File: config.mk
export PLATFORM = sky130hd
export DESIGN_NAME = alu_share_ctrl
export DESIGN_NICKNAME = d
export VERILOG_FILES = /design/src/rtl/alu_share_pkg.sv /design/src/rtl/alu_share_rr_arb2.sv /design/src/rtl/alu_share_ctrl.sv
export SDC_FILE = /design/constraint.sdc
export NUM_CORES = 1
export LEC_CHECK = 0
export ABC_AREA = 1
export ABC_CLOCK_PERIOD_IN_PS = 1200
export CAP_MARGIN = 5
export CORE_UTILIZATION = 36
export DETAILED_ROUTE_END_ITERATION = 8
export GPL_ROUTABILITY_DRIVEN = 0
export PLACE_DENSITY_LB_ADDON = 0.25
export SKIP_LAST_GASP = 1
export SLEW_MARGIN = 30
export SYNTH_ARGS = -nofsm -noshare
export SYNTH_HDL_FRONTEND = slang
export SYNTH_SLANG_ARGS = --single-unit
File: constraint.sdc
create_clock -name clk -period 1.2 [get_ports clk]
set_input_delay 0.24 -clock clk [delete_from_list [all_inputs] [get_ports clk]]
set_output_delay 0.24 -clock clk [all_outputs]
set_load 0.01 [all_outputs]
File: src/rtl/alu_share_pkg.sv
// Shared types and constants for the ALU sharing controller slice.
package alu_share_pkg;

    typedef enum logic [1:0] {
        IDLE = 2'd0,
        EXEC = 2'd1,
        RESP = 2'd2
    } state_e;

    // Bit positions of the flags inside resp_flags = {N,Z,C,V}
    localparam int FLAG_N = 3;
    localparam int FLAG_Z = 2;
    localparam int FLAG_C = 1;
    localparam int FLAG_V = 0;

    // Latency of the registered ALU datapath this block is paired with
    localparam int DEFAULT_LAT = 2;

endpackage

File: src/rtl/alu_share_rr_arb2.sv
// Two-way round-robin arbiter: the pointer side wins when it is valid,
// otherwise the other side is granted. Pointer moves away from the winner.
module rr_arb2 (
    input  logic       clk,
    input  logic       reset,
    input  logic [1:0] valid,
    input  logic       accept,
    input  logic       id,
    output logic [1:0] grant
);

    logic pointer;

    // After an accepted grant the other requester gets priority next time
    always_ff @(posedge clk) begin
        if (!reset) begin
            pointer <= 1'b0;
        end else if (accept) begin
            pointer <= ~id;
        end
    end

    // Grant the preferred side first, fall back to the other one
    always_comb begin
        grant = 2'b00;
        if (pointer == 1'b0) begin
            if (valid[0])      grant = 2'b01;
            else if (valid[1]) grant = 2'b10;
        end else begin
            if (valid[1])      grant = 2'b10;
            else if (valid[0]) grant = 2'b01;
        end
    end

endmodule

File: src/rtl/alu_share_ctrl.sv
// Shares one registered ALU datapath between two requesters. One op is in
// flight at a time: accept, present operands for LAT cycles, capture the
// result and flags, then hold them on the response channel until taken.
module alu_share_ctrl
    import alu_share_pkg::*;
#(
    parameter int n   = 2,
    parameter int LAT = DEFAULT_LAT
) (
    input  logic         clk,
    input  logic         reset,
    input  logic         req0_valid,
    output logic         req0_ready,
    input  logic [n-1:0] req0_a,
    input  logic [n-1:0] req0_b,
    input  logic [3:0]   req0_op,
    input  logic         req1_valid,
    output logic         req1_ready,
    input  logic [n-1:0] req1_a,
    input  logic [n-1:0] req1_b,
    input  logic [3:0]   req1_op,
    output logic [n-1:0] dp_a,
    output logic [n-1:0] dp_b,
    output logic [3:0]   dp_op,
    input  logic [n-1:0] dp_result,
    input  logic         dp_N,
    input  logic         dp_Z,
    input  logic         dp_C,
    input  logic         dp_V,
    output logic         resp_valid,
    input  logic         resp_ready,
    output logic         resp_id,
    output logic [n-1:0] resp_result,
    output logic [3:0]   resp_flags
);

    localparam int CW = (LAT < 1) ? 1 : $clog2(LAT + 1);

    state_e        state;
    state_e        next_state;
    logic [CW-1:0] cnt;
    logic [1:0]    grant;
    logic          cur_id;
    logic          accept;
    logic          capture;
    logic          resp_hs;

    rr_arb2 u_arb (
        .clk    (clk),
        .reset  (reset),
        .valid  ({req1_valid, req0_valid}),
        .accept (accept),
        .id     (req1_ready),
        .grant  (grant)
    );

    assign accept  = req0_ready | req1_ready;
    assign capture = (state == EXEC) && (cnt == CW'(LAT));
    assign resp_hs = resp_valid && resp_ready;

    // State register
    always_ff @(posedge clk) begin
        if (!reset) begin
            state <= IDLE;
        end else begin
            state <= next_state;
        end
    end

    // Next-state: accept -> execute for LAT cycles -> respond -> idle
    always_comb begin
        next_state = state;
        unique case (state)
            IDLE:    if (accept)  next_state = EXEC;
            EXEC:    if (capture) next_state = RESP;
            RESP:    if (resp_hs) next_state = IDLE;
            default: next_state = IDLE;
        endcase
    end

    // Readys only in IDLE and only for the arbiter's winner
    always_comb begin
        req0_ready = 1'b0;
        req1_ready = 1'b0;
        if (state == IDLE) begin
            req0_ready = grant[0];
            req1_ready = grant[1];
        end
    end

    // Latch the winner's operands; they drive the datapath until the next accept
    always_ff @(posedge clk) begin
        if (!reset) begin
            dp_a   <= '0;
            dp_b   <= '0;
            dp_op  <= '0;
            cur_id <= 1'b0;
        end else if (accept) begin
            dp_a   <= req1_ready ? req1_a  : req0_a;
            dp_b   <= req1_ready ? req1_b  : req0_b;
            dp_op  <= req1_ready ? req1_op : req0_op;
            cur_id <= req1_ready;
        end
    end

    // Latency counter: cleared on accept, stops counting once the capture fires
    always_ff @(posedge clk) begin
        if (!reset) begin
            cnt <= '0;
        end else if (accept) begin
            cnt <= '0;
        end else if ((state == EXEC) && !capture) begin
            cnt <= cnt + CW'(1);
        end
    end

    // Response registers: capture once, hold until the consumer takes them
    always_ff @(posedge clk) begin
        if (!reset) begin
            resp_valid  <= 1'b0;
            resp_id     <= 1'b0;
            resp_result <= '0;
            resp_flags  <= '0;
        end else if (capture) begin
            resp_valid         <= 1'b1;
            resp_id            <= cur_id;
            resp_result        <= dp_result;
            resp_flags[FLAG_N] <= dp_N;
            resp_flags[FLAG_Z] <= dp_Z;
            resp_flags[FLAG_C] <= dp_C;
            resp_flags[FLAG_V] <= dp_V;
        end else if (resp_hs) begin
            resp_valid <= 1'b0;
        end
    end

endmodule
==> metrics, run 1 <==
status complete, but fails checks; failing checks setup timing; most used cell, CP buf_6; first-pass GRT wire length 4.07 mm; main combinational cell family by area after synthesis simple AND/OR/NAND/NOR gates; Rows 18; DR vias/cell 5.10; DR iter-0 viols 8; Non-Filler Instances 227; post-synthesis simple-gate area fraction 29.8%; Clock Skews 5.49 ps; number of cells after detailed placement 211; Core Region 2520 um^2; total power 1.89 mW; crit-path leading delay family flip-flops; diode count 0; Cell Int Power 1.39 mW; crit path buf inv count 3; Syn Inst Count 131; Tot GR Track Use 19.2%; H-tree depth 1; # hold bufs at CTS 0; Fmax 717 MHz; CP max-delay cell dfxtp_2; IO Port Bufs 44; post-synth top area cell dfxtp_1; post-route ant nets 0; Synth Cell Area 983 um^2; combinational group share of total power 26.8%; Slew @ Worst Pin 251 ps; # setup viols final 15; Tmin final 1390 ps; clock buffer depth 2; WP data required 960 ps; Root Driver clkbuf_4; RSZ-0062 raised after global routing yes; commonest non-fill, non-tap cells in the layout 24 x clkdlybuf4s50_1, 21 x inv_1, 18 x buf_4; CP startpoint state[1]; Crit Path Class flop to primary output; Syn Nets 159; CTS Buf Count 3; largest net degree at the start of global routing 18; final hold vios 0; share of layout cells above drive strength 1 40.6%; post-synthesis mux area share 0%; Hold Startpoint req0_valid; CP startpoint kind flop; LEAKAGE 0.862 nW; drc violations 0; reg2reg start state[1]; HP Class primary input to flop; placed instance area 1540 um^2; Avg WL per Cell 13.5 um; Worst-path clk slew 130 ps; setup ws final -195 ps; via count 1158; CP Max Fanout 3; TritonCTS clock tree yes; Syn-to-layout area delta 84.6%; Die Span X 54.3 um; Synth warnings 0; WL final 3.07 mm; Syn Area/Cell 7.51 um^2; Worst setup EP type primary output; vias in the first global route 1073; setup_tns -1820 ps; share of power burned in registers 42.5%; Rel. slew slack 83.2%; post-synthesis compound-gate area fraction 11.6%; Synth area leaders dfxtp_1 45%, nand4_1 10%, nand2_1 9.2%; Worst Path Arrival 1150 ps; # nets final 226; Adder-Cell Fraction of Synth Area 1.27%; crit path cell chain nor2_4 > buf_6 > nand3_4 > inv_2 > buf_6; Worst-Skew Late Latency 320 ps; Starting Density 39.0%; Clock Power Share 30.7%; Net Switching 0.505 mW; clk sinks 22; Synth top area share 44.8%; Slew Limit Fails 0; final worst path period share 116%; initial antenna violation count 0; die area 2940 um^2; TritonRoute pass-1 iters 7; Yosys cell types 18; Post-Layout Inst Area 1820 um^2; DP HPWL 1.85 mm; # IOs 45; Peak VDD IR 0.742 mV; Overflow after GRT 0; Pwr Density 1040 nW/um^2; switching share of power 26.7%; sequential share of the synthesized area 44.8%; commonest non-fill, non-tap cell in the layout clkdlybuf4s50_1; die height 54.3 um; max cap viols 0; XOR/XNOR share of the synthesized area 0%; max incr delay on CP 360 ps; Seq cells post-synth 22
-- worst reg2reg max path, stage by stage, from the launching register on --
cell,delay [ps]
dfxtp_2,360
nor2_4,140
buf_6,120
buf_4,100
buf_6,110
o21ai_4,60
buf_6,150
nand2_2,80
nand3_2,70
nand2_1,70
inv_1,30
-- per-stage QoR --
step                      hold slack [ps]  setup slack (ps)  util (%)
final                                 380              -195      72.0
after global routing                  388              -251      72.0
after CTS                             385              -255      64.5
after detailed placement              433              -591      60.9
after global placement                429              -556      60.9
after floorplan                       378              75.7         -
-- repair_timing --
| action | CTS | global route |
|---|---|---|
| setup buffers | 6 | 7 |
| pin swaps | 2 | 12 |
| endpoints found under the setup margin | 20 | 37 |
| endpoints found under the hold margin | 0 | 0 |
| gates resized for setup | 35 | 69 |
-- power groups by stage --
stage	Sequential (mW)	Combinational, mW	Clock [mW]
global route	0.808	0.541	0.621
detailed placement	0.806	0.380	0
CTS	0.791	0.393	0.583
finish	0.803	0.507	0.581
floorplan	0.816	0.154	0
global placement	0.804	0.372	0
-- logic make-up after synthesis --
kind of cell             count (synthesis)
AO/OA/AOI/OAI                           22
adder cells (fa/ha/maj)                  1
buffers and inverters                   28
flip-flops                              22
AND/OR/NAND/NOR                         58
-- layer usage --
layer  global-route usage, %  wire length [um]  part of all wire, %  vias up
li1                        -                 -                    -      569
met1                    19.1              1150                   37      531
met2                    36.4              1630                   53       48
met3                    5.00               215                  7.0       10
met4                    9.40                75                  2.4        0
met5                       0                 0                    0        -
-- sequential cells by signal (all words and copies together), names as in the netlist --
signal and cells:
resp_id 1, resp_flags 4, dp_b 2, dp_a 2
resp_result 2, resp_valid 1, cnt 2, u_arb.pointer 1
cur_id 1, dp_op 4, state 2
-- Yosys cell counts --
cell	count
buf_6	1
inv_1	22
nand2_2	2
nand2_1	24
nand3b_1	1
dfxtp_1	22
o21ai_1	1
buf_4	2
buf_2	3
ha_1	1
nor2_1	1
a21oi_1	14
o21ai_2	1
nand4_1	16
nor2_4	1
or2_0	2
nand3_1	11
o21ai_0	6
-- final cells by class --
| type | count | area (um^2) |
|---|---|---|
| Inverter | 22 | 82.6 |
| Fill cell | 193 | 707 |
| Multi-Input combinational cell | 81 | 562 |
| Clock buffer | 3 | 22.5 |
| Sequential cell | 22 | 457 |
| Clock inverter | 1 | 30.0 |
| Tap cell | 30 | 37.5 |
| Timing Repair Buffer | 68 | 624 |
-- path summary, 6_finish.rpt --
path                                      end  slack, ps  cells past startpoint
worst max-delay path               req1_ready       -190                      5
worst min-delay path            u_arb.pointer        380                      3
worst max register to register        dp_a[0]       -180                     10
worst min register to register  resp_flags[0]        450                      2
Note: power is estimated with default switching activity, not from simulation.
==> run 2: changes to the inputs <==
--- a/config.mk
+++ b/config.mk
@@ -8,8 +8,9 @@
 export ABC_AREA = 1
 export ABC_CLOCK_PERIOD_IN_PS = 1200
 export CAP_MARGIN = 5
-export CORE_UTILIZATION = 36
+export CORE_UTILIZATION = 53
 export DETAILED_ROUTE_END_ITERATION = 8
+export DONT_BUFFER_PORTS = 1
 export GPL_ROUTABILITY_DRIVEN = 0
 export PLACE_DENSITY_LB_ADDON = 0.25
 export SKIP_LAST_GASP = 1
==> metrics, run 2 (synthesized netlist as in run 1, its figures left out) <==
die area 2030 um^2; most used cell, CP inv_2; commonest non-fill, non-tap cells in the layout 24 x nand2_1, 18 x inv_1, 17 x dfxtp_1; failing checks setup timing; largest net degree at the start of global routing 18; Worst setup EP type primary output; Pwr Density 1230 nW/um^2; # nets final 167; WP data required 960 ps; Tot GR Track Use 21.4%; share of power burned in registers 57.1%; setup ws final -15.4 ps; CTS Buf Count 3; CP startpoint kind flop; met1 Use GR 27.0%; Largest regs dp_op x4, resp_flags x4; HP Class primary input to flop; DR vias/cell 5.36; IO Port Bufs 0; Worst-Skew Late Latency 300 ps; combinational group share of total power 15.1%; final worst path period share 101%; global-route track usage on met2 34.5%; Peak VDD IR 0.738 mV; max incr delay on CP 390 ps; Worst-path clk slew 110 ps; Fmax 823 MHz; Clock Skews 1.56 ps; vias in the first global route 749; RSZ-0062 raised after global routing yes; Post-Layout Inst Area 1150 um^2; DP HPWL 1.35 mm; # IOs 45; clk sinks 22; DR iter-0 viols 24; crit path cell chain inv_2 > nand2_4 > nand3_2 > inv_2; diode count 0; clock buffer depth 2; LEAKAGE 0.504 nW; setup_tns -26.7 ps; Net Switching 0.363 mW; area of the multi-input gates 463 um^2; Crit Path Class flop to primary output; first-pass GRT wire length 3.17 mm; initial antenna violation count 0; final core utilization 66.4%; total power 1.41 mW; switching share of power 25.7%; Syn-to-layout area delta 16.5%; share of layout cells above drive strength 1 21.7%; # setup viols final 3; H-tree depth 1; Overflow after GRT 0; placed instance area 1010 um^2; Slew @ Worst Pin 350 ps; CP max-delay cell dfxtp_2; Min Hold Slack 33.9 ps; GR peak layer met2; register area 449 um^2; commonest non-fill, non-tap cell in the layout nand2_1; post-route ant nets 0; number of cells after detailed placement 153; WL final 1.99 mm; Slew Limit Fails 0; final hold vios 0; Cell Int Power 1.05 mW; TritonCTS clock tree yes; drc violations 0; Fill cells 148; Core Region 1730 um^2; TritonRoute pass-1 iters 4; Non-Filler Instances 163; Die Span X 45.1 um; Starting Density 57.0%; Tmin final 1220 ps; met3 GRT Util 5.60%; Avg WL per Cell 12.2 um; Rel. slew slack 76.6%; status complete, but fails checks; max cap viols 0; Worst Path Arrival 980 ps; Clock Power Share 27.7%; die height 45.1 um; Rows 15; via count 873; CP Max Fanout 3; Root Driver clkbuf_4; # hold bufs at CTS 0; dpl ws -21.7 ps
==> run 2: power groups by stage <==
stage / logic (mW) / registers, mW / clock network, mW
2_1_floorplan: 0.154 / 0.816 / 0
5_1_grt: 0.241 / 0.812 / 0.451
6_report: 0.214 / 0.807 / 0.392
4_1_cts: 0.202 / 0.807 / 0.402
3_3_place_gp: 0.158 / 0.821 / 0
3_5_place_dp: 0.163 / 0.822 / 0
==> run 2: layout make-up <==
| class | count | share of cell area (%) |
|---|---|---|
| clock buffer | 4 | 3.17 |
| timing repair buffer | 9 | 7.31 |
| inverter | 22 | 7.21 |
| multi-input combinational | 81 | 40.4 |
| tap | 25 | 2.73 |
| sequential | 22 | 39.2 |
==> run 2: timing repair <==
action	4_1_cts	5_1_grt
pin swaps	6	3
resized for setup	14	6
setup endpoints to repair	4	16
setup buffers	6	0
hold endpoints to repair	0	0
==> run 2: per-layer routing <==
layer | part of all wire (%) | wire, um
met1 | 45 | 884
met4 | 1.4 | 28
met2 | 47 | 928
met5 | 0 | 0
met3 | 7.2 | 143
==> run 2: worst paths after layout <==
path	endpoint	cells past startpoint	start	slack (ps)
setup / recovery	req1_ready	4	u_arb.pointer	-20
hold / removal	dp_a[0]	2	reset	30
setup reg to reg	cnt[1]	5	cnt[0]	0
hold reg to reg	cur_id	2	cur_id	470
==> run 2: worst max-delay path: cells and delay by family (launching register included) <==
family                 cells  cell delay [ps]
buffers and inverters      2              130
flip-flops                 1              390
AND/OR/NAND/NOR            2              160
